$ cat config.mk
export PLATFORM = sky130hd
export DESIGN_NAME = icache_flat
export DESIGN_NICKNAME = d
export VERILOG_FILES = /design/src/rtl/icache_pkg.sv /design/src/rtl/icache_if.sv /design/src/rtl/icache_array.sv /design/src/rtl/icache.sv /design/src/flat_wrapper.sv
export SDC_FILE = /design/constraint.sdc
export NUM_CORES = 1
export LEC_CHECK = 0
export BUFFER_PORTS_ARGS = -buffer_cell sky130_fd_sc_hd__buf_2
export CORE_MARGIN = 5
export CORE_UTILIZATION = 52
export CTS_BUF_LIST = sky130_fd_sc_hd__clkbuf_4
export CTS_CLUSTER_SIZE = 20
export DETAILED_ROUTE_END_ITERATION = 8
export PLACE_DENSITY = 0.77
export SYNTH_ARGS = -nofsm -noshare
export SYNTH_HDL_FRONTEND = slang
export SYNTH_SLANG_ARGS = --single-unit
export TNS_END_PERCENT = 10
$ cat constraint.sdc
create_clock -name clk_i -period 45.5 [get_ports clk_i]
set_clock_uncertainty 0.1 [all_clocks]
set_input_delay 0 -clock clk_i [delete_from_list [all_inputs] [get_ports clk_i]]
set_output_delay 0 -clock clk_i [all_outputs]
set_load 0.005 [all_outputs]
$ cat src/rtl/icache_pkg.sv
// Shared parameters and types for the instruction cache.
// The cache statistics counters are built only when ICACHE_STATS_EN is defined.
package params_pkg;

    localparam int ADDR_WIDTH = 32;
    localparam int DATA_WIDTH = 32;

    typedef enum logic {
        BYTE = 1'b0,
        WORD = 1'b1
    } access_size_t;

    localparam int ICACHE_NUM_LINES      = 4;
    localparam int ICACHE_WORDS_PER_LINE = 4;

    typedef enum logic [2:0] {
        IDLE        = 3'd0,
        REFILL_REQ  = 3'd1,
        REFILL_WAIT = 3'd2,
        RESPOND     = 3'd3,
        BYPASS_WAIT = 3'd4
    } icache_state_t;

endpackage

$ cat src/rtl/icache_if.sv
// CPU-side and memory-side request/response bundle of the instruction cache.
// The slave modport is the cache; the master modport is the CPU and memory around it.
interface icache_if;
    import params_pkg::*;

    logic                  cpu_rd_req_valid_i;
    logic                  cpu_wr_req_valid_i;
    logic                  cpu_req_is_instr_i;
    logic [ADDR_WIDTH-1:0] cpu_req_address_i;
    logic [DATA_WIDTH-1:0] cpu_wr_data_i;
    access_size_t          cpu_req_access_size_i;
    logic                  cpu_data_valid_o;
    logic                  cpu_data_is_instr_o;
    logic [DATA_WIDTH-1:0] cpu_data_o;

    logic                  mem_rd_req_valid_o;
    logic                  mem_wr_req_valid_o;
    logic                  mem_req_is_instr_o;
    logic [ADDR_WIDTH-1:0] mem_req_address_o;
    logic [DATA_WIDTH-1:0] mem_wr_data_o;
    access_size_t          mem_req_access_size_o;
    logic                  mem_data_valid_i;
    logic                  mem_data_is_instr_i;
    logic [DATA_WIDTH-1:0] mem_data_i;

    modport slave (
        input  cpu_rd_req_valid_i, cpu_wr_req_valid_i, cpu_req_is_instr_i,
               cpu_req_address_i, cpu_wr_data_i, cpu_req_access_size_i,
               mem_data_valid_i, mem_data_is_instr_i, mem_data_i,
        output cpu_data_valid_o, cpu_data_is_instr_o, cpu_data_o,
               mem_rd_req_valid_o, mem_wr_req_valid_o, mem_req_is_instr_o,
               mem_req_address_o, mem_wr_data_o, mem_req_access_size_o
    );

    modport master (
        output cpu_rd_req_valid_i, cpu_wr_req_valid_i, cpu_req_is_instr_i,
               cpu_req_address_i, cpu_wr_data_i, cpu_req_access_size_i,
               mem_data_valid_i, mem_data_is_instr_i, mem_data_i,
        input  cpu_data_valid_o, cpu_data_is_instr_o, cpu_data_o,
               mem_rd_req_valid_o, mem_wr_req_valid_o, mem_req_is_instr_o,
               mem_req_address_o, mem_wr_data_o, mem_req_access_size_o
    );

endinterface

$ cat src/rtl/icache_array.sv
// Tag/valid/data storage: asynchronous read port, whole-line write port, invalidate port.
// Only the valid bits are reset; tags and data are qualified by them.
module icache_array
    import params_pkg::*;
#(
    parameter int NUM_LINES      = ICACHE_NUM_LINES,
    parameter int WORDS_PER_LINE = ICACHE_WORDS_PER_LINE,
    parameter int IDX_W          = $clog2(NUM_LINES),
    parameter int WORD_W         = $clog2(WORDS_PER_LINE),
    parameter int TAG_W          = ADDR_WIDTH - 2 - WORD_W - IDX_W
) (
    input  logic                                      clk_i,
    input  logic                                      rst_i,

    input  logic [IDX_W-1:0]                          rd_index,
    input  logic [WORD_W-1:0]                         rd_word,
    output logic                                      rd_valid,
    output logic [TAG_W-1:0]                          rd_tag,
    output logic [DATA_WIDTH-1:0]                     rd_data,

    input  logic                                      line_wr_en,
    input  logic [IDX_W-1:0]                          line_wr_index,
    input  logic [TAG_W-1:0]                          line_wr_tag,
    input  logic [WORDS_PER_LINE-1:0][DATA_WIDTH-1:0] line_wr_data,

    input  logic                                      inv_en,
    input  logic [IDX_W-1:0]                          inv_index
);

    logic [NUM_LINES-1:0]                      valid_q;
    logic [TAG_W-1:0]                          tag_q  [NUM_LINES];
    logic [WORDS_PER_LINE-1:0][DATA_WIDTH-1:0] data_q [NUM_LINES];

    always_ff @(posedge clk_i or negedge rst_i) begin
        if (!rst_i) begin
            valid_q <= '0;
        end else begin
            if (line_wr_en) valid_q[line_wr_index] <= 1'b1;
            if (inv_en)     valid_q[inv_index]     <= 1'b0;
        end
    end

    always_ff @(posedge clk_i) begin
        if (line_wr_en) begin
            tag_q[line_wr_index]  <= line_wr_tag;
            data_q[line_wr_index] <= line_wr_data;
        end
    end

    assign rd_valid = valid_q[rd_index];
    assign rd_tag   = tag_q[rd_index];
    assign rd_data  = data_q[rd_index][rd_word];

endmodule

$ cat src/rtl/icache.sv
// Direct-mapped instruction cache with uncached pass-through for data requests.
// Define ICACHE_STATS_EN to add saturating hit/miss counters (stat_hits_o, stat_misses_o).
module icache
    import params_pkg::*;
#(
    parameter int NUM_LINES      = ICACHE_NUM_LINES,
    parameter int WORDS_PER_LINE = ICACHE_WORDS_PER_LINE
) (
    input  logic        clk_i,
    input  logic        rst_i,
    icache_if.slave     bus
`ifdef ICACHE_STATS_EN
    ,
    output logic [31:0] stat_hits_o,
    output logic [31:0] stat_misses_o
`endif
);

    localparam int WORD_W  = $clog2(WORDS_PER_LINE);
    localparam int IDX_W   = $clog2(NUM_LINES);
    localparam int TAG_W   = ADDR_WIDTH - 2 - WORD_W - IDX_W;
    localparam int IDX_LSB = 2 + WORD_W;
    localparam int TAG_LSB = IDX_LSB + IDX_W;

    icache_state_t state_q;
    logic [WORD_W-1:0] cnt_q;

    logic [TAG_W-1:0]  cpu_tag;
    logic [IDX_W-1:0]  cpu_idx;
    logic [WORD_W-1:0] cpu_word;
    logic idle, accept_wr, accept_rd, accept_fetch, accept_byp, hit;

    logic [IDX_W-1:0]  arr_rd_index;
    logic [WORD_W-1:0] arr_rd_word;
    logic              arr_rd_valid;
    logic [TAG_W-1:0]  arr_rd_tag;
    logic [DATA_WIDTH-1:0] arr_rd_data;
    logic              line_wr_en;
    logic [WORDS_PER_LINE-1:0][DATA_WIDTH-1:0] line_wr_data;
    logic              inv_en;

    logic [TAG_W-1:0]  req_tag_p1;
    logic [IDX_W-1:0]  req_idx_p1;
    logic [WORD_W-1:0] req_word_p1;
    logic [WORDS_PER_LINE-1:0][DATA_WIDTH-1:0] line_buf_p1;

    logic                  hit_vld_p1;
    logic [DATA_WIDTH-1:0] hit_data_p1;

    logic                  byp_vld_p1;
    logic                  byp_wr_p1;
    logic                  byp_instr_p1;
    logic [ADDR_WIDTH-1:0] byp_addr_p1;
    logic [DATA_WIDTH-1:0] byp_wdata_p1;
    access_size_t          byp_size_p1;

    assign cpu_tag  = bus.cpu_req_address_i[ADDR_WIDTH-1:TAG_LSB];
    assign cpu_idx  = bus.cpu_req_address_i[TAG_LSB-1:IDX_LSB];
    assign cpu_word = bus.cpu_req_address_i[IDX_LSB-1:2];

    // Write wins when rd and wr arrive together; only IDLE accepts anything.
    assign idle         = (state_q == IDLE);
    assign accept_wr    = idle & bus.cpu_wr_req_valid_i;
    assign accept_rd    = idle & bus.cpu_rd_req_valid_i & ~bus.cpu_wr_req_valid_i;
    assign accept_fetch = accept_rd & bus.cpu_req_is_instr_i;
    assign accept_byp   = accept_wr | (accept_rd & ~bus.cpu_req_is_instr_i);

    assign arr_rd_index = idle ? cpu_idx  : req_idx_p1;
    assign arr_rd_word  = idle ? cpu_word : req_word_p1;
    assign hit          = arr_rd_valid & (arr_rd_tag == cpu_tag);

    assign inv_en     = accept_wr & hit;
    assign line_wr_en = (state_q == REFILL_WAIT) & bus.mem_data_valid_i & (&cnt_q);

    // The final refill word goes straight into the line alongside the buffered ones.
    always_comb begin
        line_wr_data        = line_buf_p1;
        line_wr_data[cnt_q] = bus.mem_data_i;
    end

    icache_array #(
        .NUM_LINES      (NUM_LINES),
        .WORDS_PER_LINE (WORDS_PER_LINE)
    ) u_array (
        .clk_i         (clk_i),
        .rst_i         (rst_i),
        .rd_index      (arr_rd_index),
        .rd_word       (arr_rd_word),
        .rd_valid      (arr_rd_valid),
        .rd_tag        (arr_rd_tag),
        .rd_data       (arr_rd_data),
        .line_wr_en    (line_wr_en),
        .line_wr_index (req_idx_p1),
        .line_wr_tag   (req_tag_p1),
        .line_wr_data  (line_wr_data),
        .inv_en        (inv_en),
        .inv_index     (cpu_idx)
    );

    // Stage p0 -> p1: control state
    always_ff @(posedge clk_i or negedge rst_i) begin
        if (!rst_i) begin
            state_q    <= IDLE;
            cnt_q      <= '0;
            hit_vld_p1 <= 1'b0;
            byp_vld_p1 <= 1'b0;
        end else begin
            hit_vld_p1 <= accept_fetch & hit;
            byp_vld_p1 <= accept_byp;
            unique case (state_q)
                IDLE: begin
                    if (accept_byp) begin
                        state_q <= BYPASS_WAIT;
                    end else if (accept_fetch && !hit) begin
                        state_q <= REFILL_REQ;
                        cnt_q   <= '0;
                    end
                end
                REFILL_REQ: state_q <= REFILL_WAIT;
                REFILL_WAIT: begin
                    if (bus.mem_data_valid_i) begin
                        if (&cnt_q) begin
                            state_q <= RESPOND;
                        end else begin
                            cnt_q   <= cnt_q + 1'b1;
                            state_q <= REFILL_REQ;
                        end
                    end
                end
                RESPOND:     state_q <= IDLE;
                BYPASS_WAIT: if (bus.mem_data_valid_i) state_q <= IDLE;
                default:     state_q <= IDLE;
            endcase
        end
    end

    // Stage p0 -> p1: datapath captures
    always_ff @(posedge clk_i) begin
        if (accept_fetch) begin
            req_tag_p1  <= cpu_tag;
            req_idx_p1  <= cpu_idx;
            req_word_p1 <= cpu_word;
        end
        if (accept_fetch && hit) hit_data_p1 <= arr_rd_data;
        if (accept_byp) begin
            byp_wr_p1    <= bus.cpu_wr_req_valid_i;
            byp_instr_p1 <= bus.cpu_req_is_instr_i;
            byp_addr_p1  <= bus.cpu_req_address_i;
            byp_wdata_p1 <= bus.cpu_wr_data_i;
            byp_size_p1  <= bus.cpu_req_access_size_i;
        end
        if (state_q == REFILL_WAIT && bus.mem_data_valid_i) line_buf_p1[cnt_q] <= bus.mem_data_i;
    end

    always_comb begin
        bus.mem_rd_req_valid_o    = 1'b0;
        bus.mem_wr_req_valid_o    = 1'b0;
        bus.mem_req_is_instr_o    = 1'b0;
        bus.mem_req_address_o     = '0;
        bus.mem_wr_data_o         = '0;
        bus.mem_req_access_size_o = BYTE;
        if (state_q == REFILL_REQ) begin
            bus.mem_rd_req_valid_o    = 1'b1;
            bus.mem_req_is_instr_o    = 1'b1;
            bus.mem_req_address_o     = {req_tag_p1, req_idx_p1, cnt_q, 2'b00};
            bus.mem_req_access_size_o = WORD;
        end else if (byp_vld_p1) begin
            bus.mem_rd_req_valid_o    = ~byp_wr_p1;
            bus.mem_wr_req_valid_o    = byp_wr_p1;
            bus.mem_req_is_instr_o    = byp_instr_p1;
            bus.mem_req_address_o     = byp_addr_p1;
            bus.mem_wr_data_o         = byp_wdata_p1;
            bus.mem_req_access_size_o = byp_size_p1;
        end
    end

    always_comb begin
        bus.cpu_data_valid_o    = 1'b0;
        bus.cpu_data_is_instr_o = 1'b0;
        bus.cpu_data_o          = '0;
        if (hit_vld_p1) begin
            bus.cpu_data_valid_o    = 1'b1;
            bus.cpu_data_is_instr_o = 1'b1;
            bus.cpu_data_o          = hit_data_p1;
        end else if (state_q == RESPOND) begin
            bus.cpu_data_valid_o    = 1'b1;
            bus.cpu_data_is_instr_o = 1'b1;
            bus.cpu_data_o          = arr_rd_data;
        end else if (state_q == BYPASS_WAIT && bus.mem_data_valid_i) begin
            bus.cpu_data_valid_o    = 1'b1;
            bus.cpu_data_is_instr_o = bus.mem_data_is_instr_i;
            bus.cpu_data_o          = bus.mem_data_i;
        end
    end

`ifdef ICACHE_STATS_EN
    function automatic logic [31:0] sat_inc(input logic [31:0] v);
        return (&v) ? v : v + 32'd1;
    endfunction

    always_ff @(posedge clk_i or negedge rst_i) begin
        if (!rst_i) begin
            stat_hits_o   <= '0;
            stat_misses_o <= '0;
        end else if (accept_fetch) begin
            if (hit) stat_hits_o   <= sat_inc(stat_hits_o);
            else     stat_misses_o <= sat_inc(stat_misses_o);
        end
    end
`endif

endmodule

$ cat src/flat_wrapper.sv
// flat-port wrapper written by rule: the top's interface ports become plain ports
module icache_flat import params_pkg::*;
#(
    parameter int NUM_LINES      = ICACHE_NUM_LINES,
    parameter int WORDS_PER_LINE = ICACHE_WORDS_PER_LINE
)
  (clk_i, rst_i, bus_cpu_rd_req_valid_i, bus_cpu_wr_req_valid_i, bus_cpu_req_is_instr_i, bus_cpu_req_address_i, bus_cpu_wr_data_i, bus_cpu_req_access_size_i, bus_mem_data_valid_i, bus_mem_data_is_instr_i, bus_mem_data_i, bus_cpu_data_valid_o, bus_cpu_data_is_instr_o, bus_cpu_data_o, bus_mem_rd_req_valid_o, bus_mem_wr_req_valid_o, bus_mem_req_is_instr_o, bus_mem_req_address_o, bus_mem_wr_data_o, bus_mem_req_access_size_o);
  icache_if bus_i ();
  input  logic clk_i;
  input  logic rst_i;
  input wire logic [$bits(bus_i.cpu_rd_req_valid_i)-1:0] bus_cpu_rd_req_valid_i;
  input wire logic [$bits(bus_i.cpu_wr_req_valid_i)-1:0] bus_cpu_wr_req_valid_i;
  input wire logic [$bits(bus_i.cpu_req_is_instr_i)-1:0] bus_cpu_req_is_instr_i;
  input wire logic [$bits(bus_i.cpu_req_address_i)-1:0] bus_cpu_req_address_i;
  input wire logic [$bits(bus_i.cpu_wr_data_i)-1:0] bus_cpu_wr_data_i;
  input wire logic [$bits(bus_i.cpu_req_access_size_i)-1:0] bus_cpu_req_access_size_i;
  input wire logic [$bits(bus_i.mem_data_valid_i)-1:0] bus_mem_data_valid_i;
  input wire logic [$bits(bus_i.mem_data_is_instr_i)-1:0] bus_mem_data_is_instr_i;
  input wire logic [$bits(bus_i.mem_data_i)-1:0] bus_mem_data_i;
  output wire logic [$bits(bus_i.cpu_data_valid_o)-1:0] bus_cpu_data_valid_o;
  output wire logic [$bits(bus_i.cpu_data_is_instr_o)-1:0] bus_cpu_data_is_instr_o;
  output wire logic [$bits(bus_i.cpu_data_o)-1:0] bus_cpu_data_o;
  output wire logic [$bits(bus_i.mem_rd_req_valid_o)-1:0] bus_mem_rd_req_valid_o;
  output wire logic [$bits(bus_i.mem_wr_req_valid_o)-1:0] bus_mem_wr_req_valid_o;
  output wire logic [$bits(bus_i.mem_req_is_instr_o)-1:0] bus_mem_req_is_instr_o;
  output wire logic [$bits(bus_i.mem_req_address_o)-1:0] bus_mem_req_address_o;
  output wire logic [$bits(bus_i.mem_wr_data_o)-1:0] bus_mem_wr_data_o;
  output wire logic [$bits(bus_i.mem_req_access_size_o)-1:0] bus_mem_req_access_size_o;
  assign bus_i.cpu_rd_req_valid_i = bus_cpu_rd_req_valid_i;
  assign bus_i.cpu_wr_req_valid_i = bus_cpu_wr_req_valid_i;
  assign bus_i.cpu_req_is_instr_i = bus_cpu_req_is_instr_i;
  assign bus_i.cpu_req_address_i = bus_cpu_req_address_i;
  assign bus_i.cpu_wr_data_i = bus_cpu_wr_data_i;
  assign bus_i.cpu_req_access_size_i = bus_cpu_req_access_size_i;
  assign bus_i.mem_data_valid_i = bus_mem_data_valid_i;
  assign bus_i.mem_data_is_instr_i = bus_mem_data_is_instr_i;
  assign bus_i.mem_data_i = bus_mem_data_i;
  assign bus_cpu_data_valid_o = bus_i.cpu_data_valid_o;
  assign bus_cpu_data_is_instr_o = bus_i.cpu_data_is_instr_o;
  assign bus_cpu_data_o = bus_i.cpu_data_o;
  assign bus_mem_rd_req_valid_o = bus_i.mem_rd_req_valid_o;
  assign bus_mem_wr_req_valid_o = bus_i.mem_wr_req_valid_o;
  assign bus_mem_req_is_instr_o = bus_i.mem_req_is_instr_o;
  assign bus_mem_req_address_o = bus_i.mem_req_address_o;
  assign bus_mem_wr_data_o = bus_i.mem_wr_data_o;
  assign bus_mem_req_access_size_o = bus_i.mem_req_access_size_o;
  icache #(.NUM_LINES(NUM_LINES), .WORDS_PER_LINE(WORDS_PER_LINE)) u_core (.clk_i(clk_i), .rst_i(rst_i), .bus(bus_i));
endmodule
# Word level (Yosys, flattened, before mapping)
# Memories as Yosys holds them, arrays and structs flattened.
# Index checks and enable logic that the tools add are counted.
# classes
reduce_logical	13
div_mod_pow	0
n_mux	49
magnitude_cmp	8
shift	0
bitwise	17
addsub	1
eq_ne	11
n_mul	0
# ops
op	n
$mux 32	9
$bwmux 128	1
$bmux 32 s2	1
$demux 32 s2	1
$eq 26x26->1	1
$mux 1	19
$lt 2x3->1 const B	5
$mux 2	7
$mux 3	4
$pmux 3 s4	1
$and 1x1->1	10
$ne 2x2->1 const B	5
$mux 4	2
$logic_and 1x1->1	7
$eq 3x2->1 const B	2
$ge 2x1->1 const B	3
$reduce_and 5->1	1
$and 4x4->4	1
$demux 1 s2	2
$not 4->4	1
$or 4x4->4	1
$pmux 2 s2	1
$eq 3x1->1 const B	1
$eq 3x3->1 const B	1
other kinds (10)	12
# totals
rom_bits	0
mem_bits_rw	616
n_memories	2
latchBits	0
in_bits	104
reg_bits	268
# mem_list
name	depth	width	rd	rd_clocked_by_memory_dff	wr	line	text
u_core.u_array.data_q	4	128	1	0	1	icache_array.sv:32	logic [WORDS_PER_LINE-1:0][DATA_WIDTH-1:0] data_q [NUM_LINES];
u_core.u_array.tag_q	4	26	1	0	1	icache_array.sv:31	logic [TAG_W-1:0] tag_q [NUM_LINES];

# Longest topological paths before layout
# Gate-level depths: netlist (run 1).
# logic_depth
depth_word	10
depth_mapped	14
ltp_nobuf	8

# Modules after synthesis
# A second synthesis (run 1) with hierarchy kept.
# unflattened
hier_cells	1675
hier_area_um2	34327.9
# modules_own_cells
mod	n_inst	area_each_um2	cells_each	seq_area_each_um2
icache_array	1	23042.1	938	18597.8
icache	1	11285.8	737	7892.6

# Least setup slack after synthesis (run 1)
# No wires, ideal clock.
# synth_path
kind	register -> register
from	reg u_core.state_q[2]
to	mem u_core.u_array.data_q[1][0] (netlist bit), enable pin
arrival_time_ps	14986
slack_ps	29521
synth_period_minus_slack_ps	15979
setup_time_ps	892
required_ps	44508
stages_incl_launch_ff	7
n_path_buf	1
path_cell_list	dfrtp_1 -> buf_2 -> nor2_1 -> nand3_1 -> inv_1 -> nand2_1 -> nor3b_1
# synth_via
elab_chain_len	5
# synth_lines
item	line	text
from (decl)	icache.sv:25	icache_state_t state_q;
from (signal assigned)	icache.sv:103	state_q <= IDLE;
from (signal assigned)	icache.sv:113	state_q <= BYPASS_WAIT;
from (signal assigned)	icache.sv:115	state_q <= REFILL_REQ;
$eq 3x2->1	icache.sv:73	assign line_wr_en = (state_q == REFILL_WAIT) & bus.mem_data_valid_i & (&cnt_q);
$and 1x1->1 (2 in a row)	icache.sv:73	
$mux 1	icache_array.sv:44	if (line_wr_en) begin
$mux 1 (implied by the code)	icache_array.sv:46	data_q[line_wr_index] <= line_wr_data;
to (decl)	icache_array.sv:32	
# Every way passes these cells.

# Worst setup path in the final report (run 1)
# layout_path
from	reg u_core.state_q[2]
to	out bus_cpu_data_o[2]
# layout_via
elab_chain_len	7
word_cells_on_any_way	12
# layout_lines
item	line	text
$logic_not 3->1 *	icache.sv:62	assign idle = (state_q == IDLE);
$mux 2	icache.sv:68	assign arr_rd_index = idle ? cpu_idx : req_idx_p1;
$mem_v2 4x128	--	
$bmux 32 s2 *	icache_array.sv:52	assign rd_data = data_q[rd_index][rd_word];
$mux 32 (implied by the code) *	icache_array.sv:52	
named net u_core.arr_rd_data[2]	icache.sv:37	logic [DATA_WIDTH-1:0] arr_rd_data;
$mux 32 *	icache.sv:185	end else if (state_q == RESPOND) begin
$mux 32 *	icache.sv:181	if (hit_vld_p1) begin
to (decl)	flat_wrapper.sv:22	output wire logic [$bits(bus_i.cpu_data_o)-1:0] bus_cpu_data_o;
# The timed path passes the listed nets; every way through them passes the cells marked *. The select of a mux whose other input is x is not followed.

==> results.yml, run 1 <==
status:
  status: "completed"
timing:
  final-setup-viol-count: 0
  tns_ns: 0
  finalCriticalPeriod_ns: 7.353
  max_freq_ghz: 0.1360
  slew_headroom_pct: 21.04
  post-route-period-util_pct: 16.16
  drv_slew: 0
  rsz0062_at_grt: "false"
  worst_pin_slew_ns: 1.184
  hold_viol: 0
cts:
  cts-root-buf: "clkbuf_4"
  cts_max_level: 4
  clk_pin_slew_worst_paths_ns: 0.10
  clock_latency_ns: 1.06
  clk_path_buf_depth: 3
  cts_tree: "built"
  cts-buffers-inserted: 208
  clock-sinks: 884
  post_cts_buffers: 0
synth:
  synth_edf_count: 873
  yosys_warnings: 0
  ys.flop_type: "edfxtp_1"
  synthTopCellsByArea: "edfxtp_1 72%, mux2_2 4.0%, nand2_1 3.8%"
  synth-async-reset-ratio_pct: 1.244
  ys_seq_area_share_pct: 72.77
  postSynthAreaPerCell_sq_um: 14.57
  synth-seq-cells: 884
  syn_area_sq_um: 36400
  netlist_instances: 2498
  ys_types: 68
  synth_top_area_share_pct: 72.01
  yosysTopAreaCell: "edfxtp_1"
  syn_nets: 2606
route:
  drtIter0Drc: 3024
  vias: 25110
  ant_nets: 0
  drcViolationCount: 0
  vias_per_cell: 6.135
  wl_per_cell_microns: 23.95
  drt-total-wl_mm: 98.02
  drt-pass1-iter-count: 6
setup_path:
  reg2reg_slack_ns: 39.16
  end_kind: "output port"
  startpoint_type: "register"
  path_class: "reg -> out"
  r2r_end: "u_core.hit_data_p1[30]"
  arrival_ns: 7.25
  crit_fanout: 88
  rr_worst_depth: 9
  required_ns: 45.40
  r2r_start: "u_core.state_q[2]"
global_routing:
  grt-ovfl-total: 0
  grt_pass1_wl_mm: 146.8
  grt_max_degree: 99
  grt_usage_pct: 25.43
  antenna_found_initial: 8
  grt_pass1_vias: 25660
final_layout:
  register_area_sq_um: 26490
  layout_commonest_cell: "edfxtp_1"
  fillers: 5015
  final_cell_mix: "873 x edfxtp_1, 366 x nand2_1, 311 x clkbuf_4"
  drive_above_1_share_pct: 23.55
  area_growth_pct: 18.75
  nets: 3094
  multiInputGateArea_sq_um: 9210
  layout.cells.non_filler: 4093
floorplan:
  die-area_sq_um: 75400
  num_io_pins: 206
  core-area_sq_um: 69790
  die_x_microns: 274.6
  die_h_microns: 274.6
  initial_utilization_pct: 52.16
  rows: 97
worst_hold_path:
  hp-start: "bus_cpu_req_address_i[1]"
  min_to: "u_core.byp_addr_p1[1]"
  holdCritPathClass: "in -> reg"
  hold_depth: 3
power:
  seqPwrFrac_pct: 42.5
  ir_worst_vdd_mv: 0.04125
  p_int_uw: 1534
  clkPwrFrac_pct: 27.5
  sw_frac_of_total_pct: 34.15
  p_switching_uw: 795.3
  power-per-cell-area_nw_per_um2: 53.87
  p_leak_uw: 0.01505
  comb_power_share_pct: 30.0
placed_design:
  placed_cells: 3491
  detailed_place_hpwl_mm: 48.24
  port_buffers: 205
  gp_congestion: 0.9470
run:
  cap_violations: 0
==> cells in the mapped netlist, types with 5 or more instances <==
library cell	count
edfxtp_1	873
nand2_1	368
a211oi_1	165
clkbuf_1	146
and3_1	145
mux2_2	130
o21ai_0	83
a21oi_1	81
a31oi_1	67
a311oi_1	65
and2_1	36
a22oi_1	33
buf_1	26
nor2_1	25
nand3_1	24
inv_1	19
buf_2	18
mux2i_1	15
nand4_1	15
dfrtp_1	11
or3_1	10
nor3_1	9
xor2_1	9
a211o_1	8
mux4_2	8
xnor2_1	8
a21o_1	7
or4_1	7
o2111ai_1	6
o211ai_1	6
a21boi_0	5
nand2b_1	5
o22ai_1	5
==> state kept, by name, summed over array words and instances (netlist names), 4 cells and up <==
register                cells
u_core.u_array.valid_q      4
u_core.hit_data_p1         32
u_core.req_tag_p1          26
u_core.u_array.tag_q      104
u_core.byp_addr_p1         32
u_core.byp_wdata_p1        32
u_core.u_array.data_q     512
u_core.line_buf_p1        128
==> cell families after synthesis <==
group           count (synthesis)  share of synthesized area, %
compound gates                560                         10.56
buf+inv                       212                         2.299
fa+ha+maj                       4                        0.1375
simple gates                  668                         8.892
flops                         884                         72.77
mux                           153                         4.929
xor+xnor                       17                        0.4090
==> routing by layer <==
metal | share of wire [%] | vias up | GRT usage (%)
met3 | 9.9 | 267 | 5.573
met5 | 0.042 | - | 0
met4 | 3.6 | 6 | 11.59
met1 | 38 | 12380 | 32.60
li1 | - | 10880 | -
met2 | 49 | 1576 | 41.91
==> area by class of cell <==
| type | count | area share, % |
|---|---|---|
| flip-flops and latches | 884 | 61.28 |
| multi-input cells | 1402 | 21.31 |
| repair buffers | 471 | 8.295 |
| clock buffers | 311 | 5.401 |
| well taps | 940 | 2.721 |
| clock inverters | 59 | 0.7757 |
| inverters | 19 | 0.1766 |
| diodes | 7 | 0.04052 |
==> what timing repair did <==
item                                   4_1_cts  5_1_grt
endpoints found under the hold margin      939        0
hold buffers                               225        0
resized for setup                            0        0
==> power groups by stage <==
stage,sequential [uW],combinational (uW),clock [uW]
final,989,699,640
after global routing,990,747,698
after CTS,987,686,649
after detailed placement,1000,667,0
after global placement,1000,646,0
after floorplan,997,460,0
==> per-stage QoR <==
step | hold WS (ns) | worst slack [ns] | power [uW] | cell area, sq um | util [%]
2_1_floorplan | -0.3956 | 29.52 | 1457 | 36400 | -
3_3_place_gp | -0.1970 | 39.40 | 1649 | 38290 | 54.87
3_5_place_dp | -0.1949 | 39.33 | 1671 | 38290 | 54.87
4_1_cts | 0.002366 | 38.18 | 2321 | 43210 | 61.92
5_1_grt | 0.02668 | 37.83 | 2436 | 43230 | 61.94
6_report | 0.1118 | 38.15 | 2329 | 43230 | 61.94
==> worst max-delay path, stage by stage (launching register included) <==
cell,delay [ns]
dfrtp_1,0.81
or4b_4,0.65
buf_4,0.89
and2_4,0.93
buf_4,0.65
buf_4,0.59
nand2_1,0.11
a311oi_1,0.28
a21oi_1,0.07
a21oi_1,0.25
a22oi_1,0.10
o21ai_0,0.56
buf_2,0.23
==> how the worst max path moves through the flow <==
stage / startpoint / endpoint / slack (ns) / depth (start not counted)
floorplan: u_core.state_q[2] / u_core.u_array.data_q[1][0] / 29.52 / 6
global placement: u_core.state_q[2] / bus_cpu_data_o[2] / 39.40 / 12
detailed placement: u_core.state_q[2] / u_core.hit_data_p1[22] / 39.33 / 9
CTS: u_core.state_q[2] / bus_cpu_data_o[2] / 38.18 / 12
global route: u_core.state_q[2] / bus_cpu_data_o[2] / 37.83 / 12
finish: u_core.state_q[2] / bus_cpu_data_o[2] / 38.15 / 12
(Power assumes the default switching activity.)
==> inputs of run 2 (changes only) <==
==> constraint.sdc (replaced) <==
create_clock -name clk_i -period 7.1 [get_ports clk_i]
set_clock_uncertainty 0.1 [all_clocks]
set_input_delay 0 -clock clk_i [delete_from_list [all_inputs] [get_ports clk_i]]
set_output_delay 0 -clock clk_i [all_outputs]
set_load 0.005 [all_outputs]
==> run 2 against run 1 <==
Against the previous run:
- flip-flop and latch count is the same
- sequential power increased to 6.4 times the previous value
- wire length fell by 2.0%
- cell area increased by 0.13%
- critical path type unchanged
- die area unchanged
- combinational power rose to 6.5 times the previous value
- critical path depth unchanged
- largest power group unchanged
==> results.yml, run 2 (synthesis gave the netlist of run 1 again) <==
cts:
  cts-buffers-inserted: 210
  clock_latency_ns: 1.05
  clock-sinks: 884
  cts_max_level: 4
  hold_buffers: 217
  ctsResizeCount: 0
  cts_tree: "built"
  clk_path_buf_depth: 3
  post_cts_buffers: 0
  clk_pin_slew_worst_paths_ns: 0.07
  cts-root-buf: "clkbuf_4"
final_layout:
  final_cell_mix: "873 x edfxtp_1, 366 x nand2_1, 299 x clkbuf_4"
  multiInputGateArea_sq_um: 9251
  fillers: 5021
  final_cell_area_sq_um: 43280
  nets: 3086
  layout.cells.non_filler: 4089
  register_area_sq_um: 26490
  top_register: "u_core.u_array.data_q"
  top_regs: "u_core.u_array.data_q (512), u_core.line_buf_p1 (128), u_core.u_array.tag_q (104)"
  largest_register_ff_count: 512
  area_growth_pct: 18.90
  layout_commonest_cell: "edfxtp_1"
  drive_above_1_share_pct: 23.43
timing:
  rsz0062_at_grt: "false"
  finalCriticalPeriod_ns: 6.265
  final-setup-viol-count: 0
  post-route-period-util_pct: 88.24
  holdWs_ns: 0.1402
  worst_pin_slew_ns: 1.203
  setup_ws_ns: 0.8350
  max_freq_ghz: 0.1596
  drv_slew: 0
  hold_viol: 0
  slew_headroom_pct: 19.71
setup_path:
  crit_fanout: 200
  end_kind: "output port"
  path_class: "reg -> out"
  arrival_ns: 6.17
  startpoint_type: "register"
  required_ns: 7.00
placed_design:
  placed_cells: 3489
  port_buffers: 205
  place_area_sq_um: 38410
  dpl_worst_slack_ns: 1.912
  gp_congestion: 0.9269
  detailed_place_hpwl_mm: 47.59
global_routing:
  antenna_found_initial: 5
  grt_usage_pct: 24.96
  grt_pass1_vias: 25480
  grt_pass1_wl_mm: 144.8
  grt-ovfl-total: 0
  grt_max_degree: 201
floorplan:
  die-area_sq_um: 75400
  core-area_sq_um: 69790
  die_x_microns: 274.6
  num_io_pins: 206
  initial_utilization_pct: 52.16
  rows: 97
  die_h_microns: 274.6
power:
  ir_worst_vdd_mv: 0.3587
  power-per-cell-area_nw_per_um2: 344.8
  p_leak_uw: 0.01507
route:
  drt-pass1-iter-count: 5
  vias: 24980
  ant_nets: 0
  vias_per_cell: 6.109
  drcViolationCount: 0
  drtIter0Drc: 2768
  wl_per_cell_microns: 23.49
  drt-total-wl_mm: 96.06
run:
  cap_violations: 0
status:
  status: "completed"
worst_hold_path:
  holdCritPathClass: "in -> reg"
[run 2: per-stage QoR]
step           setup TNS, ns  total power, uW  utilization (%)
2_1_floorplan         -15.02             9348                -
3_3_place_gp               0            10600            55.04
3_5_place_dp               0            10740            55.04
4_1_cts                    0            14910            62.01
5_1_grt                    0            15600            62.02
6_report                   0            14920            62.02
[run 2: final timing paths]
| check | cells past startpoint | startpoint | endpoint | slack (ns) |
|---|---|---|---|---|
| setup / recovery | 12 | u_core.state_q[2] | bus_cpu_data_o[1] | 0.83 |
| hold / removal | 3 | bus_cpu_wr_data_i[23] | u_core.byp_wdata_p1[23] | 0.14 |
| hold reg to reg | 2 | u_core.u_array.valid_q[3] | u_core.u_array.valid_q[3] | 0.44 |
| min in group asynchronous | 4 | rst_i | u_core.byp_vld_p1 | 0.53 |
| max in group asynchronous | 4 | rst_i | u_core.hit_vld_p1 | 5.88 |
| setup reg to reg | 10 | u_core.state_q[2] | u_core.hit_data_p1[26] | 1.84 |
[run 2: power by group]
group | leakage (uW) | switching, uW | internal [uW] | total, uW
sequential | 0.00803 | 115 | 6230 | 6340
clock | 0.00160 | 1980 | 2090 | 4070
combinational | 0.00544 | 3000 | 1510 | 4510
total | 0.0151 | 5100 | 9820 | 14900
[run 2: area by class of cell]
cell class                      instances  share of cell area (%)
Multi-Input combinational cell       1402                   21.37
Clock buffer                          299                   5.186
Tap cell                              940                   2.717
Clock inverter                         81                   1.029
Inverter                               19                  0.1734
Antenna cell                            3                 0.01734
Timing Repair Buffer                  461                   8.296
Sequential cell                       884                   61.21
[run 2: routing by layer]
metal	wire length [microns]	part of all wire (%)	track usage, %	vias up
met4	2720	2.8	10.35	2
met3	8964	9.3	5.503	215
li1	-	-	-	10900
met1	37030	39	31.97	12450
met5	8	0.0083	0	-
met2	47340	49	41.65	1418
[run 2: worst max-delay path, cell delays in order, from the launching register on]
cell and delay, ns:
dfrtp_1 0.66, or4b_4 0.61, buf_4 0.37, nand2_4 0.32
buf_4 0.62, buf_12 0.76, a211oi_1 0.18, a311oi_1 0.30
a21oi_1 0.06, a21oi_1 0.23, a22oi_1 0.09, o21ai_0 0.54
buf_2 0.23
